<file path="src/rtl/mul_iter_u_if.sv">
// Operand/result handshake bundle for mul_iter_u.
// p_hi is present only when MUL_ITER_HI_EN is defined.
interface mul_iter_u_if #(
    parameter int W = 64
) ();
    logic         flush;
    logic         in_valid;
    logic         in_ready;
    logic [W-1:0] x;
    logic [W-1:0] y;
    logic         out_valid;
    logic         out_ready;
    logic [W-1:0] p_lo;
`ifdef MUL_ITER_HI_EN
    logic [W-1:0] p_hi;

    modport slave (
        input  flush, in_valid, x, y, out_ready,
        output in_ready, out_valid, p_lo, p_hi
    );

    modport master (
        output flush, in_valid, x, y, out_ready,
        input  in_ready, out_valid, p_lo, p_hi
    );
`else
    modport slave (
        input  flush, in_valid, x, y, out_ready,
        output in_ready, out_valid, p_lo
    );

    modport master (
        output flush, in_valid, x, y, out_ready,
        input  in_ready, out_valid, p_lo
    );
`endif
endinterface

</file>
<file path="src/rtl/mul_iter_u.sv">
// Iterative unsigned multiplier: W-bit operands are split into N = W/CW chunks
// and one CW x CW partial product is accumulated per cycle through a single
// shared multiplier.
// Build option MUL_ITER_HI_EN: compute all N*N partial products, keep a 2W-bit
// accumulator and expose the upper product half on p_hi. Without it only the
// pairs that can reach the low W bits are computed.
//
// state  | meaning
// S_IDLE | ready for operands, in_ready=1
// S_CALC | one partial product accumulated per cycle
// S_DONE | result presented, waiting for out_ready
module mul_iter_u #(
    parameter int W  = 64,
    parameter int CW = 32
) (
    input  logic         clk,
    input  logic         rstb,
    mul_iter_u_if.slave  bus
);

    localparam int N  = W / CW;
    localparam int IW = (N > 1) ? $clog2(N) : 1;
`ifdef MUL_ITER_HI_EN
    localparam int AW = 2 * W;
`else
    localparam int AW = W;
`endif
    // Product width actually needed: bits above the accumulator would be dropped anyway.
    localparam int PPW = (2 * CW < AW) ? 2 * CW : AW;

    if (CW < 1 || CW > W || (W % CW) != 0) begin : g_param_err
        $error("mul_iter_u: CW must divide W and satisfy 1 <= CW <= W");
    end

    typedef enum logic [1:0] {
        S_IDLE,
        S_CALC,
        S_DONE
    } state_t;

    state_t          state;
    state_t          state_nxt;
    logic [W-1:0]    x_r;
    logic [W-1:0]    y_r;
    logic [AW-1:0]   acc;
    logic [AW-1:0]   acc_nxt;
    logic [IW-1:0]   i;
    logic [IW-1:0]   j;
    logic [IW-1:0]   i_nxt;
    logic [IW-1:0]   j_nxt;
    logic [W-1:0]    p_lo_r;
`ifdef MUL_ITER_HI_EN
    logic [W-1:0]    p_hi_r;
`endif
    logic            accept;
    logic            last_i;
    logic            last_j;
    logic            last_pair;
    logic [CW-1:0]   x_chunk;
    logic [CW-1:0]   y_chunk;
    logic [PPW-1:0]  pp;
    logic [AW-1:0]   pp_ext;

    assign bus.in_ready  = (state == S_IDLE);
    assign bus.out_valid = (state == S_DONE);
    assign bus.p_lo      = p_lo_r;
`ifdef MUL_ITER_HI_EN
    assign bus.p_hi      = p_hi_r;
`endif

    // Inner-loop end: full mode sweeps all i; low mode stops once i+j reaches N-1.
`ifdef MUL_ITER_HI_EN
    assign last_i = (i == IW'(N - 1));
`else
    assign last_i = (({1'b0, i} + {1'b0, j}) == (IW + 1)'(N - 1));
`endif
    assign last_j    = (j == IW'(N - 1));
    assign last_pair = last_i && last_j;

    // Shared multiplier and shifted accumulate for the current (i, j) pair.
    always_comb begin
        x_chunk = CW'(x_r >> (CW * int'(i)));
        y_chunk = CW'(y_r >> (CW * int'(j)));
        pp      = PPW'(x_chunk) * PPW'(y_chunk);
        pp_ext  = AW'(pp);
        acc_nxt = acc + (pp_ext << (CW * (int'(i) + int'(j))));
    end

    // State register.
    always_ff @(posedge clk or negedge rstb) begin
        if (!rstb) begin
            state <= S_IDLE;
        end else begin
            state <= state_nxt;
        end
    end

    // Next state and chunk-index sequencing; flush overrides everything.
    always_comb begin
        state_nxt = state;
        accept    = 1'b0;
        i_nxt     = i;
        j_nxt     = j;
        case (state)
            S_IDLE: begin
                if (bus.in_valid) begin
                    accept    = 1'b1;
                    state_nxt = S_CALC;
                    i_nxt     = '0;
                    j_nxt     = '0;
                end
            end
            S_CALC: begin
                if (last_i) begin
                    i_nxt = '0;
                    if (last_j) begin
                        j_nxt     = '0;
                        state_nxt = S_DONE;
                    end else begin
                        j_nxt = j + 1'b1;
                    end
                end else begin
                    i_nxt = i + 1'b1;
                end
            end
            S_DONE: begin
                if (bus.out_ready) begin
                    state_nxt = S_IDLE;
                end
            end
            default: begin
                state_nxt = S_IDLE;
            end
        endcase
        if (bus.flush) begin
            state_nxt = S_IDLE;
            accept    = 1'b0;
            i_nxt     = '0;
            j_nxt     = '0;
        end
    end

    // Operand capture, accumulation and result registers.
    always_ff @(posedge clk or negedge rstb) begin
        if (!rstb) begin
            x_r    <= '0;
            y_r    <= '0;
            acc    <= '0;
            i      <= '0;
            j      <= '0;
            p_lo_r <= '0;
`ifdef MUL_ITER_HI_EN
            p_hi_r <= '0;
`endif
        end else begin
            i <= i_nxt;
            j <= j_nxt;
            if (accept) begin
                x_r <= bus.x;
                y_r <= bus.y;
                acc <= '0;
            end else if (state == S_CALC && !bus.flush) begin
                acc <= acc_nxt;
                if (last_pair) begin
                    p_lo_r <= acc_nxt[W-1:0];
`ifdef MUL_ITER_HI_EN
                    p_hi_r <= acc_nxt[2*W-1:W];
`endif
                end
            end
        end
    end

endmodule

</file>
<file path="src/flat_wrapper.sv">
// flat-port wrapper written by rule: the top's interface ports become plain ports
module mul_iter_u_flat 
#(
    parameter int W  = 64,
    parameter int CW = 32
)
  (clk, rstb, bus_flush, bus_in_valid, bus_x, bus_y, bus_out_ready, bus_in_ready, bus_out_valid, bus_p_lo);
  mul_iter_u_if #(.W(W)) bus_i ();
  input  logic clk;
  input  logic rstb;
  input wire logic [$bits(bus_i.flush)-1:0] bus_flush;
  input wire logic [$bits(bus_i.in_valid)-1:0] bus_in_valid;
  input wire logic [$bits(bus_i.x)-1:0] bus_x;
  input wire logic [$bits(bus_i.y)-1:0] bus_y;
  input wire logic [$bits(bus_i.out_ready)-1:0] bus_out_ready;
  output wire logic [$bits(bus_i.in_ready)-1:0] bus_in_ready;
  output wire logic [$bits(bus_i.out_valid)-1:0] bus_out_valid;
  output wire logic [$bits(bus_i.p_lo)-1:0] bus_p_lo;
  assign bus_i.flush = bus_flush;
  assign bus_i.in_valid = bus_in_valid;
  assign bus_i.x = bus_x;
  assign bus_i.y = bus_y;
  assign bus_i.out_ready = bus_out_ready;
  assign bus_in_ready = bus_i.in_ready;
  assign bus_out_valid = bus_i.out_valid;
  assign bus_p_lo = bus_i.p_lo;
  mul_iter_u #(.W(W), .CW(CW)) u_core (.clk(clk), .rstb(rstb), .bus(bus_i));
endmodule
</file>
<file path="config.mk">
export PLATFORM = sky130hd
export DESIGN_NAME = mul_iter_u_flat
export DESIGN_NICKNAME = d
export VERILOG_FILES = /design/src/rtl/mul_iter_u_if.sv /design/src/rtl/mul_iter_u.sv /design/src/flat_wrapper.sv
export SDC_FILE = /design/constraint.sdc
export NUM_CORES = 2
export LEC_CHECK = 0
export BUFFER_PORTS_ARGS = -buffer_cell sky130_fd_sc_hd__buf_2
export CORE_ASPECT_RATIO = 0.7
export CORE_MARGIN = 4
export CORE_UTILIZATION = 40
export DETAILED_ROUTE_END_ITERATION = 12
export PLACE_DENSITY = 0.63
export SLEW_MARGIN = 20
export SYNTH_ARGS = -nofsm -noshare
export SYNTH_HDL_FRONTEND = slang
export SYNTH_SLANG_ARGS = --single-unit
</file>
<file path="constraint.sdc">
create_clock -name clk -period 12.5 [get_ports clk]
set_input_delay 1.25 -clock clk [delete_from_list [all_inputs] [get_ports clk]]
set_output_delay 1.25 -clock clk [all_outputs]
set_load 0.03 [all_outputs]
</file>
==> impl_metrics.env <==
export IMPL_cts_tree="yes"
export IMPL_wl_met1_mm=70.0
export IMPL_yosysUniqueCellTypes=88
export IMPL_tightest_slew_ps=1390
export IMPL_multi_input_area_mm2=0.0363
export IMPL_synthToLayoutAreaGrowth_pct=9.60
export IMPL_critPathLaunchType="flop"
export IMPL_cts_buffers=29
export IMPL_ant_nets=0
export IMPL_worstRegToRegCells=37
export IMPL_seq_area_frac_synth_pct=13.9
export IMPL_antenna_found_initial=5
export IMPL_clock_skew_ps=40.2
export IMPL_gp_congestion=1.01
export IMPL_fin_cells=7103
export IMPL_cap_violations=0
export IMPL_yosysTopAreaCellShare_pct=38.3
export IMPL_h_tree_depth=1
export IMPL_outcome="complete, no violations"
export IMPL_grt_max_degree=99
export IMPL_path_delay_family="adder cells"
export IMPL_critPathMaxFanout=12
export IMPL_place_area_mm2=0.0502
export IMPL_drc=0
export IMPL_rows=104
export IMPL_cts_buffer_depth=3
export IMPL_core_area_mm2=0.116
export IMPL_critical_path_buf_inv_count=3
export IMPL_vias=38900
export IMPL_die_y_um=294
export IMPL_wl_mm=167
export IMPL_maxSlewHeadroom_pct=6.78
export IMPL_fin_util_pct=44.4
export IMPL_route_met3_wl_mm=24.8
export IMPL_synthArstFlopShare_pct=100
export IMPL_start_util_pct=40.5
export IMPL_grt_pass1_vias=39300
export IMPL_grt_pass1_wl_mm=249
export IMPL_wl_per_cell_um=23.5
export IMPL_fin_nets=6899
export IMPL_synth_area_per_cell_um2=8.66
export IMPL_cpMostUsedCell="fa_1"
export IMPL_critPathMaxStageDelay_ps=900
export IMPL_viasPerCell=5.47
export IMPL_hp_class="flop to flop"
export IMPL_final_cell_mix="nand2_1 (1,069), fa_1 (897), inv_1 (869)"
export IMPL_cp_data_required_time_ps=12980
export IMPL_cp_arrival_ps=12350
export IMPL_num_io_pins=199
export IMPL_synth_edf_count=0
export IMPL_rsz0062_at_grt="false"
export IMPL_ff_latch_area_mm2=0.00651
export IMPL_grt_usage_pct=27.0
export IMPL_fill_cells=11500
export IMPL_end_kind="flop"
export IMPL_slew_violations=0
export IMPL_slowest_stage="mux2i_2"
export IMPL_hold_viol=0
export IMPL_syn_area_mm2=0.0469
export IMPL_io_buffers=198
export IMPL_ys_top_cells_by_area="fa_1 (38%), dfrtp_1 (14%), ha_1 (8.8%), nand2_1 (8.6%), inv_1 (7.0%)"
export IMPL_drtIter0Drc=3648
export IMPL_synth_fp_nets=6772
export IMPL_ys_warnings_count=0
export IMPL_synth_top_flop_cell="dfrtp_1"
export IMPL_cts_root_buf="clkbuf_16"
export IMPL_clock_latency_ps=630
export IMPL_dr_max_layer_used="met5"
export IMPL_holdPathStages=2
export IMPL_setup_tns_ps=0
export IMPL_die_area_mm2=0.123
export IMPL_post_route_min_period_ps=11870
export IMPL_cp_depth=37
export IMPL_postSynthCellCount=5413
export IMPL_cts_sinks=260
export IMPL_route_met2_wl_mm=66.2
export IMPL_synth_largest_area_cell="fa_1"
export IMPL_crit_type="flop to flop"
export IMPL_fmax_mhz=84.3
export IMPL_post_route_period_util_pct=94.9
export IMPL_fin_area_mm2=0.0514
export IMPL_clk_pin_slew_ps=70
export IMPL_die_x_um=417
export IMPL_dp_hpwl_mm=138
export IMPL_place_inst=7042
export IMPL_final_setup_viol_count=0
export IMPL_drive_gt1_share_pct=10.1
export IMPL_drtPass1Iterations=6
export IMPL_final_common_cell="nand2_1"
export IMPL_grt_overflow_total=0
export IMPL_ys_seq_elements=260
==> cells in the mapped netlist (all sizes together) (31+ instances only) <==
library cell,count
o21ai,203
ha,329
nand4,31
dfrtp,260
a21o,63
nand3,31
clkbuf,228
fa,897
a21oi,149
xor2,61
nand2,1070
inv,870
xnor2,60
mux2i,68
nor2,684
buf,41
mux2,62
==> state kept, by name (all words and copies together), names as in the netlist <==
name,flops
u_core.acc,64
u_core.bus.p_lo,64
u_core.i,1
u_core.j,1
u_core.state,2
u_core.x_r,64
u_core.y_r,64
==> path summary, 6_finish.rpt <==
kind / startpoint / endpoint / slack (ps)
max: u_core.j / u_core.acc[60] / 630
min: u_core.bus.p_lo[12] / u_core.bus.p_lo[12] / 470
max reg2reg: u_core.j / u_core.acc[60] / 630
min reg2reg: u_core.bus.p_lo[12] / u_core.bus.p_lo[12] / 470
max in group asynchronous: rstb / u_core.bus.p_lo[17] / 9720
min in group asynchronous: rstb / u_core.y_r[27] / 580
==> cell families after synthesis <==
logic type      synth area share, %
fa+ha+maj                      47.1
mux                            2.94
xor+xnor                       2.26
compound gates                 7.83
buf+inv                        9.20
simple gates                   16.8
flops                          13.9
==> final cells by class <==
cell class / instances / share of cell area (%)
Clock inverter: 19 / 0.490
Timing Repair Buffer: 365 / 4.52
Tap cell: 1537 / 3.74
Inverter: 870 / 6.36
Clock buffer: 34 / 1.49
Multi-Input combinational cell: 4014 / 70.7
Antenna cell: 4 / 0.0195
Sequential cell: 260 / 12.7
==> worst reg2reg max path, delay by kind of cell, from the launching register on <==
kind                     cells  cell delay, ps
adder cells (fa/ha/maj)     10            4990
AO/OA/AOI/OAI               13            2920
AND/OR/NAND/NOR              8            1430
multiplexers                 1             930
flip-flops                   1             700
XOR/XNOR                     2             400
buffers and inverters        3             360
==> what timing repair did <==
action                     CTS  global route
resized for setup            0             5
setup endpoints to repair    0            10
hold buffers                 0             0
setup buffers                0             4
==> per-stage QoR <==
step	hold WS [ps]	worst slack, ps
detailed placement	466	545
finish	473	633
CTS	480	461
floorplan	440	2080
global route	505	29.9
global placement	458	740
==> layer usage <==
metal	up-vias	GRT usage, %
met5	-	0
met4	6	7.38
met3	250	11.6
met2	2050	37.4
met1	19700	38.5
li1	16900	-
Power is not shown: default switching activity piles up to over one toggle a cycle in this logic, so the estimate is an artifact.
